[src/rtl/iram_pkg.sv]
// ----------------------------------------------------------------------------
// iram_pkg: shared types/defaults for the 8051 internal RAM controller | rev 1.0
// ----------------------------------------------------------------------------
`default_nettype none

package iram_pkg;

    localparam int unsigned SP_RESET_DEFAULT = 32'h07;
    localparam int unsigned SP_LIMIT_DEFAULT = 32'hFF;

    typedef logic [15:0] stack_word_t;

    typedef enum logic [2:0] {
        IDLE      = 3'd0,
        PUSH_LO   = 3'd1,
        PUSH_HI   = 3'd2,
        POP_RD_HI = 3'd3,
        POP_RD_LO = 3'd4,
        DONE      = 3'd5
    } stack_state_t;

endpackage

`default_nettype wire

[src/rtl/iram_array.sv]
// ----------------------------------------------------------------------------
// iram_array: 2**ADDR_W x DATA_W RAM, sync write + sync read (read-old) | rev 1.0
// ----------------------------------------------------------------------------
`default_nettype none

module iram_array
    import iram_pkg::*;
#(
    parameter int unsigned ADDR_W = 8,
    parameter int unsigned DATA_W = 8
) (
    input  logic              clock,
    input  logic              we,
    input  logic [ADDR_W-1:0] waddr,
    input  logic [DATA_W-1:0] wdata,
    input  logic              re,
    input  logic [ADDR_W-1:0] raddr,
    output logic [DATA_W-1:0] q
);

    logic [DATA_W-1:0] mem [2**ADDR_W];

    // Contents are never reset; q keeps its last value while re is low.
    always_ff @(posedge clock) begin
        if (we) begin
            mem[waddr] <= wdata;
        end
        if (re) begin
            q <= mem[raddr];
        end
    end

endmodule

`default_nettype wire

[src/rtl/iram_stack_ctrl.sv]
// ----------------------------------------------------------------------------
// iram_stack_ctrl: 8051 data RAM + multi-cycle stack engine; optional
// STACK_GUARD_EN rejects overflowing/underflowing stack ops | rev 1.0
// ----------------------------------------------------------------------------
`default_nettype none

module iram_stack_ctrl
    import iram_pkg::*;
#(
    parameter int unsigned       ADDR_W   = 8,
    parameter int unsigned       DATA_W   = 8,
    parameter logic [ADDR_W-1:0] SP_RESET = ADDR_W'(SP_RESET_DEFAULT),
    parameter logic [ADDR_W-1:0] SP_LIMIT = ADDR_W'(SP_LIMIT_DEFAULT)
) (
    input  logic                clock,
    input  logic                reset,
    input  logic                rd_en,
    input  logic [ADDR_W-1:0]   rd_addr,
    output logic [DATA_W-1:0]   rd_data,
    input  logic                wr_en,
    input  logic [ADDR_W-1:0]   wr_addr,
    input  logic [DATA_W-1:0]   wr_data,
    output logic                port_ready,
    input  logic                push_req,
    input  logic                pop_req,
    input  logic                two_byte,
    input  logic [2*DATA_W-1:0] push_data,
    output logic [2*DATA_W-1:0] pop_data,
    output logic                stack_busy,
    output logic                stack_done,
    input  logic                sp_wr_en,
    input  logic [ADDR_W-1:0]   sp_wr_data,
    output logic [ADDR_W-1:0]   sp_out,
    output logic                stack_empty,
    output logic                stack_ovf,
    output logic                stack_unf
);

    stack_state_t        state, state_nxt;
    logic [ADDR_W-1:0]   sp;
    logic                is_pop;
    logic                is_two;
    logic                rejected;
    logic [2*DATA_W-1:0] push_buf;
    logic [DATA_W-1:0]   pop_hi;
    logic                rd_valid;
    logic [DATA_W-1:0]   rd_hold;

    logic                arr_we;
    logic [ADDR_W-1:0]   arr_waddr;
    logic [DATA_W-1:0]   arr_wdata;
    logic                arr_re;
    logic [ADDR_W-1:0]   arr_raddr;
    logic [DATA_W-1:0]   arr_q;

    logic                accept;
    logic                req_reject;

    assign accept = (state == IDLE) && !sp_wr_en && (push_req || pop_req);

`ifdef STACK_GUARD_EN
    logic [ADDR_W:0] need;
    logic            push_reject;
    logic            pop_reject;
    logic            ovf;
    logic            unf;

    // Bounds are evaluated one bit wider so SP+k / SP-k cannot wrap.
    assign need        = two_byte ? (ADDR_W+1)'(2) : (ADDR_W+1)'(1);
    assign push_reject = ({1'b0, sp} + need) > {1'b0, SP_LIMIT};
    assign pop_reject  = {1'b0, sp} < ({1'b0, SP_RESET} + need);
    assign req_reject  = push_req ? push_reject : pop_reject;

    always_ff @(posedge clock) begin
        if (!reset) begin
            ovf <= 1'b0;
            unf <= 1'b0;
        end else if (accept) begin
            if (push_req && push_reject) begin
                ovf <= 1'b1;
            end
            if (!push_req && pop_reject) begin
                unf <= 1'b1;
            end
        end
    end

    assign stack_ovf = ovf;
    assign stack_unf = unf;
`else
    assign req_reject = 1'b0;
    assign stack_ovf  = 1'b0;
    assign stack_unf  = 1'b0;
`endif

    iram_array #(
        .ADDR_W (ADDR_W),
        .DATA_W (DATA_W)
    ) u_array (
        .clock (clock),
        .we    (arr_we),
        .waddr (arr_waddr),
        .wdata (arr_wdata),
        .re    (arr_re),
        .raddr (arr_raddr),
        .q     (arr_q)
    );

    always_ff @(posedge clock) begin
        if (!reset) begin
            state <= IDLE;
        end else begin
            state <= state_nxt;
        end
    end

    // The data port owns the array in IDLE; the stack engine owns it otherwise.
    always_comb begin
        state_nxt = state;
        arr_we    = 1'b0;
        arr_waddr = wr_addr;
        arr_wdata = wr_data;
        arr_re    = 1'b0;
        arr_raddr = rd_addr;
        case (state)
            IDLE: begin
                arr_we = wr_en;
                arr_re = rd_en;
                if (accept) begin
                    if (push_req) begin
                        state_nxt = PUSH_LO;
                    end else if (two_byte && !req_reject) begin
                        state_nxt = POP_RD_HI;
                    end else begin
                        state_nxt = POP_RD_LO;
                    end
                end
            end
            PUSH_LO: begin
                arr_we    = !rejected;
                arr_waddr = sp + ADDR_W'(1);
                arr_wdata = push_buf[DATA_W-1:0];
                state_nxt = (is_two && !rejected) ? PUSH_HI : DONE;
            end
            PUSH_HI: begin
                arr_we    = 1'b1;
                arr_waddr = sp + ADDR_W'(1);
                arr_wdata = push_buf[2*DATA_W-1:DATA_W];
                state_nxt = DONE;
            end
            POP_RD_HI: begin
                arr_re    = 1'b1;
                arr_raddr = sp;
                state_nxt = POP_RD_LO;
            end
            POP_RD_LO: begin
                arr_re    = !rejected;
                arr_raddr = sp;
                state_nxt = DONE;
            end
            DONE: begin
                state_nxt = IDLE;
            end
            default: begin
                state_nxt = IDLE;
            end
        endcase
    end

    always_ff @(posedge clock) begin
        if (!reset) begin
            sp       <= SP_RESET;
            is_pop   <= 1'b0;
            is_two   <= 1'b0;
            rejected <= 1'b0;
            push_buf <= '0;
            pop_hi   <= '0;
            rd_valid <= 1'b0;
            rd_hold  <= '0;
        end else begin
            rd_valid <= (state == IDLE) && rd_en;
            rd_hold  <= rd_data;
            case (state)
                IDLE: begin
                    if (sp_wr_en) begin
                        sp <= sp_wr_data;
                    end else if (accept) begin
                        is_pop   <= !push_req;
                        is_two   <= two_byte;
                        rejected <= req_reject;
                        push_buf <= push_data;
                        pop_hi   <= '0;
                    end
                end
                PUSH_LO, PUSH_HI: begin
                    if (!rejected) begin
                        sp <= sp + ADDR_W'(1);
                    end
                end
                POP_RD_HI: begin
                    sp <= sp - ADDR_W'(1);
                end
                POP_RD_LO: begin
                    if (!rejected) begin
                        sp <= sp - ADDR_W'(1);
                        if (is_two) begin
                            pop_hi <= arr_q;
                        end
                    end
                end
                default: begin
                end
            endcase
        end
    end

    // rd_data tracks the array only for the cycle after an accepted read.
    assign rd_data     = rd_valid ? arr_q : rd_hold;
    assign pop_data    = (state == DONE && is_pop && !rejected) ? {pop_hi, arr_q} : '0;
    assign stack_busy  = (state != IDLE);
    assign stack_done  = (state == DONE);
    assign port_ready  = !stack_busy;
    assign sp_out      = sp;
    assign stack_empty = (sp == SP_RESET);

endmodule

`default_nettype wire

[config.mk]
export PLATFORM = sky130hd
export DESIGN_NAME = iram_stack_ctrl
export DESIGN_NICKNAME = d
export VERILOG_FILES = /design/src/rtl/iram_pkg.sv /design/src/rtl/iram_array.sv /design/src/rtl/iram_stack_ctrl.sv
export SDC_FILE = /design/constraint.sdc
export NUM_CORES = 2
export LEC_CHECK = 0
export CAP_MARGIN = 25
export CORE_ASPECT_RATIO = 2
export CORE_UTILIZATION = 41
export CTS_BUF_LIST = sky130_fd_sc_hd__clkbuf_2 sky130_fd_sc_hd__clkbuf_4 sky130_fd_sc_hd__clkbuf_8
export DETAILED_ROUTE_END_ITERATION = 8
export DONT_BUFFER_PORTS = 1
export PLACE_DENSITY = 0.66
export SYNTH_ARGS = -nofsm -noshare
export SYNTH_HDL_FRONTEND = slang
export SYNTH_SLANG_ARGS = --single-unit
export TNS_END_PERCENT = 5
[constraint.sdc]
create_clock -name clock -period 13.1 [get_ports clock]
set_input_delay 2.62 -clock clock [delete_from_list [all_inputs] [get_ports clock]]
set_output_delay 2.62 -clock clock [all_outputs]
set_load 0.005 [all_outputs]
# Yosys cells after proc, flatten, opt, wreduce, memory -nomap -nowiden
# Memory sizes are Yosys's and may differ from the RTL's. A register that Yosys moved wholly into a read port is not among the register bits.
# Cells that the tools add are included.
[word_totals] register_bits=46 mem_bits_rw=2048 inputBits=56 output_inout_bits=38 wordCells=60 mem_count=1
[classes] n_addsub=2 eq_ne=10 n_mux=20 n_bitwise=1 reduce_logical=18
[mem_list] memory="u_array.mem" depth=256 word_bits=8 rd=1 rd_clocked_by_memory_dff=1 write_ports=1 line_no="iram_array.sv:21" source="logic [DATA_W-1:0] mem [2**ADDR_W];"
[op_table] op="2-to-1 mux 8 bit" n=7
[op_table] op="case mux 8 bit (2 select lines)" n=2
[op_table] op="case mux 8 bit (3 select lines)" n=1
[op_table] op="2-to-1 mux 16 bit" n=1
[op_table] op="2-to-1 mux 3 bit" n=4
[op_table] op="case mux 3 bit (4 select lines)" n=1
[op_table] op="adder 8 x 1 -> 8 bit (second input constant)" n=1
[op_table] op="== test 8 x 3 -> 1 bit (second input constant)" n=1
[op_table] op="inequality test 2 bit (second input constant)" n=4
[op_table] op="subtractor 8 x 1 -> 8 bit (second input constant)" n=1
[op_table] op="== test 3 x 2 -> 1 bit (second input constant)" n=2
[op_table] op="== test 3 bit (second input constant)" n=2
[op_table] op="OR reduction 2 bit" n=3
[op_table] op="logical AND 1 bit" n=4
[op_table] op="case mux 1 bit (2 select lines)" n=2
[op_table] op="AND reduction 4 bit" n=1
[op_table] op="nonzero test 4 bit" n=1
[op_table] op="== test 3 x 1 -> 1 bit (second input constant)" n=1
[op_table] op="logical NOT 1 bit" n=3
[op_table] op="logical NOT 3 bit" n=1
[op_table] op="AND reduction 3 bit" n=1
[op_table] op="nonzero test 3 bit" n=1
[op_table] op="2-to-1 mux 1 bit" n=2
[op_table] op="AND reduction 2 bit" n=1
[op_table] op="other kinds (3)" n=3

# Depth between registers and ports, before layout
[depth] ltp_word=6 mapped_depth=15 mapped_depth_nobuf=10

# Modules after synthesis
# A second synthesis with hierarchy kept.
[unflattened] hier_cells=4126 hier_area_um2=82634.3
[by_module_without_submodules] mod="iram_array" n_inst=1 cells_each=3733 area_per_inst_um2=79636.4 seq_area_each_um2=61739.2
[by_module_without_submodules] mod="iram_stack_ctrl" n_inst=1 cells_each=393 area_per_inst_um2=2997.9 seq_area_each_um2=920.9

# Worst setup path after synthesis
# OpenSTA, ideal clock, no wires.
[synth_timing] kind="register to register" start="register state[0]" end="memory u_array.mem[0][0] (data pin)" setup_time_ns=2.188 t_arrival_ns=11.249 required_time_ns=10.912 setup_slack_ns=-0.337 path_stages_with_launch=6 synth_period_minus_slack_ns=13.437 path_cell_list="dfxtp_1 > clkbuf_1 > inv_1 > nor2_1 > a22oi_1 > o21ai_0"
[synth_via] elab_chain_cells=2 word_cells_on_any_way=3 classes_between="eq/ne (2); mux (1)"
[synth_lines] element="from (decl)" line_no="iram_stack_ctrl.sv:39" source="stack_state_t state, state_nxt;"
[synth_lines] element="from (signal assigned)" line_no="iram_stack_ctrl.sv:113" source="state <= state_nxt;"
[synth_lines] element="== test 3 x 2 -> 1 bit or == test 3 x 1 -> 1 bit (tied branches)" line_no="iram_stack_ctrl.sv:125" source="case (state)"
[synth_lines] element="case mux 8 bit (2 select lines) *" line_no="iram_stack_ctrl.sv:125"
[synth_lines] element="net arr_wdata[0]" line_no="iram_stack_ctrl.sv:51" source="logic [DATA_W-1:0] arr_wdata;"
[synth_lines] element="to (decl)" line_no="iram_array.sv:21"
# The timed path passes the listed nets; every way through them passes the cells marked *.

# Final worst setup path
[layout_timing] start="input rd_addr[0]" end="register u_array.q[4], read port of u_array.mem (data pin)"
[layout_via] elab_chain_cells=1
[layout_lines] element="from (decl)" line_no="iram_stack_ctrl.sv:18" source="input logic [ADDR_W-1:0] rd_addr,"
[layout_lines] element="2-to-1 mux 8 bit" line_no="iram_stack_ctrl.sv:125"
[layout_lines] element="to (decl)" line_no="iram_array.sv:18" source="output logic [DATA_W-1:0] q"
# No other way between the ends.
# A chain may end at the register's enable or synchronous reset.

==> metrics.txt <==
Max Transition Viols Final=0; Pwr Density=roughly 200 nW/µm²; CP delay by family, top=compound AO/OA/AOI/OAI gates; CTS buffer count=274; Fmax=roughly 150 MHz; vias in the first global route=56000; Row Count=between 200 and 250; worst path required time=between 10 and 15 ns; largest net degree at the start of global routing=~180; critical path's most frequent cell=buf_4; chip height=around 650 µm; FF+latch count, synth=2102; final net count=roughly 6500; CP arrival=7.68 ns; Slew @ Worst Pin=approximately 1.3 ns; layout cells sized above 1=0.0939; I/O Buffers=0; Final setup viols=0; number of routed nets with antenna violations=0; GRT Total Usage=0.262; post-CTS setup buffers=0; CP Class=input port to register; register area=approximately 63000 µm²; final cell count without fillers=9388; Fill cells=18300; RSZ-0062 raised after global routing=false; Post-Route WL=282 mm; DP Worst Slack=about 5.5 ns; area of the mapped netlist=approximately 85000 µm²; Hold Crit Class=register to register; DIE AREA=210000 µm²; 1st-pass router iterations=8; Core Area=207000 µm²; Clock Sinks=2102; dpl cells=between 8000 and 9000; CTS Root Cell=clkbuf_8; Peak VDD IR=0.000403 V; crit path launch type=input port; critical path fanouts, max=88; crit share post-route=0.526; Area growth syn-to-layout=9.58%; share of the yosys chip area belonging to registers=0.734; via count=around 57000; number of flops mapped to enable cells by yosys=around 2100; commonest non-fill, non-tap cell in the layout=edfxtp_1; hpwl dp=172 mm; DRC=0; ys flop type=edfxtp_1; CTS tree=yes; clock-pin slew on the worst setup and hold paths=0.07 ns; final critical-path setup slack=about 6.2 ns; post-route setup TNS=0 ns; detailed-route vias per instance=6.10; Crit. End Element=register; synthesized area per cell=13.2 µm²; YS warnings=0; Slew HR=0.130; Die W=approximately 320 µm; first-pass GRT wire length=between 300 and 400 mm; most frequent cells in the layout=2056 x edfxtp_1, 1651 x nand2_1, 374 x nand3_1, 328 x nor2_1, 282 x clkbuf_8; Max Buffers Root-to-Sink=4; I/O pin count=94; starting density of the core=0.413; minimum clock period=6.89 ns; placer congestion estimate=roughly 0.96; count of cell types in the netlist=85; routed length per placed instance=30.1 µm; Final Hold Viols=0; initial DRC count=approximately 7500; # H-tree levels=5; worst path bufs/invs=3; Syn Inst Count=6465; Slowest-stage cell, CP=a21oi_2; CP cell instances=a21o_4, nand2_8, buf_4, buf_4, mux2i_1, a221oi_1, o21ai_0, a21oi_2, nor3_1, buf_4, a21oi_1, o311a_1; ys async rst share=0; cell leakage power=30.8 nW; total congestion overflow=0; clock latency on the worst-skew pair=0.95 ns; initial antenna violation count=21; outcome=complete, no violations; # resized after CTS=0; # Max-Cap Violations=0; CP peak stage delay=0.77 ns; Setup Skew=0.0831 ns; CTS Hold Buffers Added=0; Multi-input gate area=20700 µm²
==> cell families (layout without fill, tap and decap cells) <==
kind of cell             count (synthesis)  in the layout  synth area share
multiplexers                           150            150            0.0177
buffers and inverters                  457            628            0.0263
XOR/XNOR                                 7              7          0.000718
adder cells (fa/ha/maj)                  2              2          0.000293
flip-flops                            2102           2102             0.734
other                                    1             16         0.0000439
AND/OR/NAND/NOR                       2738           2738             0.138
AO/OA/AOI/OAI                         1008           1008            0.0831
==> cells in the mapped netlist (7+ instances only) <==
| cell type | number | area, µm² |
|---|---|---|
| nand2_1 | 1652 | 6200 |
| o2111ai_1 | 14 | 123 |
| dfxtp_1 | 46 | 921 |
| a21oi_1 | 198 | 991 |
| nor2_1 | 333 | 1250 |
| a311oi_1 | 126 | 1100 |
| nand4_1 | 23 | 144 |
| a21boi_0 | 26 | 195 |
| nor3_1 | 30 | 150 |
| edfxtp_1 | 2056 | 61700 |
| and3_1 | 240 | 1500 |
| nor4_1 | 18 | 113 |
| a221oi_1 | 22 | 193 |
| a32o_1 | 11 | 110 |
| inv_1 | 7 | 26.3 |
| o211ai_1 | 13 | 97.6 |
| buf_2 | 262 | 1310 |
| o22ai_1 | 16 | 100 |
| or3_1 | 7 | 43.8 |
| nand3_1 | 374 | 1870 |
| a31oi_1 | 138 | 863 |
| o21a_1 | 7 | 52.6 |
| o21ai_1 | 10 | 50.1 |
| mux2_2 | 9 | 101 |
| and2_1 | 26 | 163 |
| o31ai_1 | 18 | 135 |
| a311o_1 | 8 | 80.1 |
| o21ai_0 | 93 | 465 |
| buf_1 | 12 | 45.0 |
| a32oi_1 | 54 | 473 |
| a211oi_1 | 161 | 1210 |
| clkbuf_1 | 126 | 473 |
| mux2i_1 | 141 | 1410 |
| a2111oi_0 | 11 | 96.3 |
| a211o_1 | 7 | 61.3 |
| a22oi_1 | 18 | 135 |
| buf_4 | 46 | 345 |
==> per-layer routing <==
| layer | track usage | wire length (µm) | up-vias |
|---|---|---|---|
| met5 | 0 | 130 | - |
| met4 | 0.251 | 30800 | 20 |
| met3 | 0.0561 | 27800 | 1036 |
| met2 | 0.432 | 136000 | 3709 |
| met1 | 0.277 | 87900 | 28400 |
| li1 | - | - | 24100 |
==> final cells by class <==
| cell class | instances | area share |
|---|---|---|
| Clock buffer | 356 | 0.0474 |
| Antenna cell | 14 | 0.000375 |
| Timing Repair Buffer | 162 | 0.0173 |
| Clock inverter | 103 | 0.00673 |
| Multi-Input combinational cell | 3907 | 0.221 |
| Inverter | 7 | 0.000281 |
| Tap cell | 2737 | 0.0366 |
| Sequential cell | 2102 | 0.670 |
==> where the power goes <==
group | internal, mW | total (mW) | switching [mW]
Clock | 2.32 | 4.75 | 2.43
Sequential | 8.31 | 8.44 | 0.130
Combinational | 1.28 | 5.89 | 4.61
Total | 11.9 | 19.1 | 7.17
==> through the flow <==
stage               hold slack [ns]  power (mW)  utilization  area [µm²]
global route                  0.507        19.5        0.452       93500
finish                        0.463        19.1        0.452       93500
detailed placement            0.456        14.2        0.427       88200
CTS                           0.466        18.9        0.451       93300
global placement              0.453        14.1        0.426       88000
floorplan                     0.429        12.0            -       85300
==> registers in the layout (all words and copies together), names as in the netlist <==
name	cells
state	3
sp_out	8
u_array.mem	2048
u_array.q	8
pop_hi	8
push_buf	16
is_two	1
is_pop	1
rd_hold	8
rd_valid	1
==> tightest hold or removal path: stages, from the launching register on <==
cell and delay, ns:
dfxtp_1 0.31, nand2_1 0.04, a21boi_0 0.06
==> path summary, 6_finish.rpt <==
| kind | to | depth (start not counted) | start | slack, ns |
|---|---|---|---|---|
| hold / removal | push_buf[12] | 2 | push_buf[12] | 0.46 |
| setup reg to reg | u_array.q[4] | 13 | state[0] | 6.39 |
| setup / recovery | u_array.q[4] | 12 | rd_addr[0] | 6.21 |
| hold reg to reg | push_buf[12] | 2 | push_buf[12] | 0.46 |
Power figures use the tool's default switching activity.
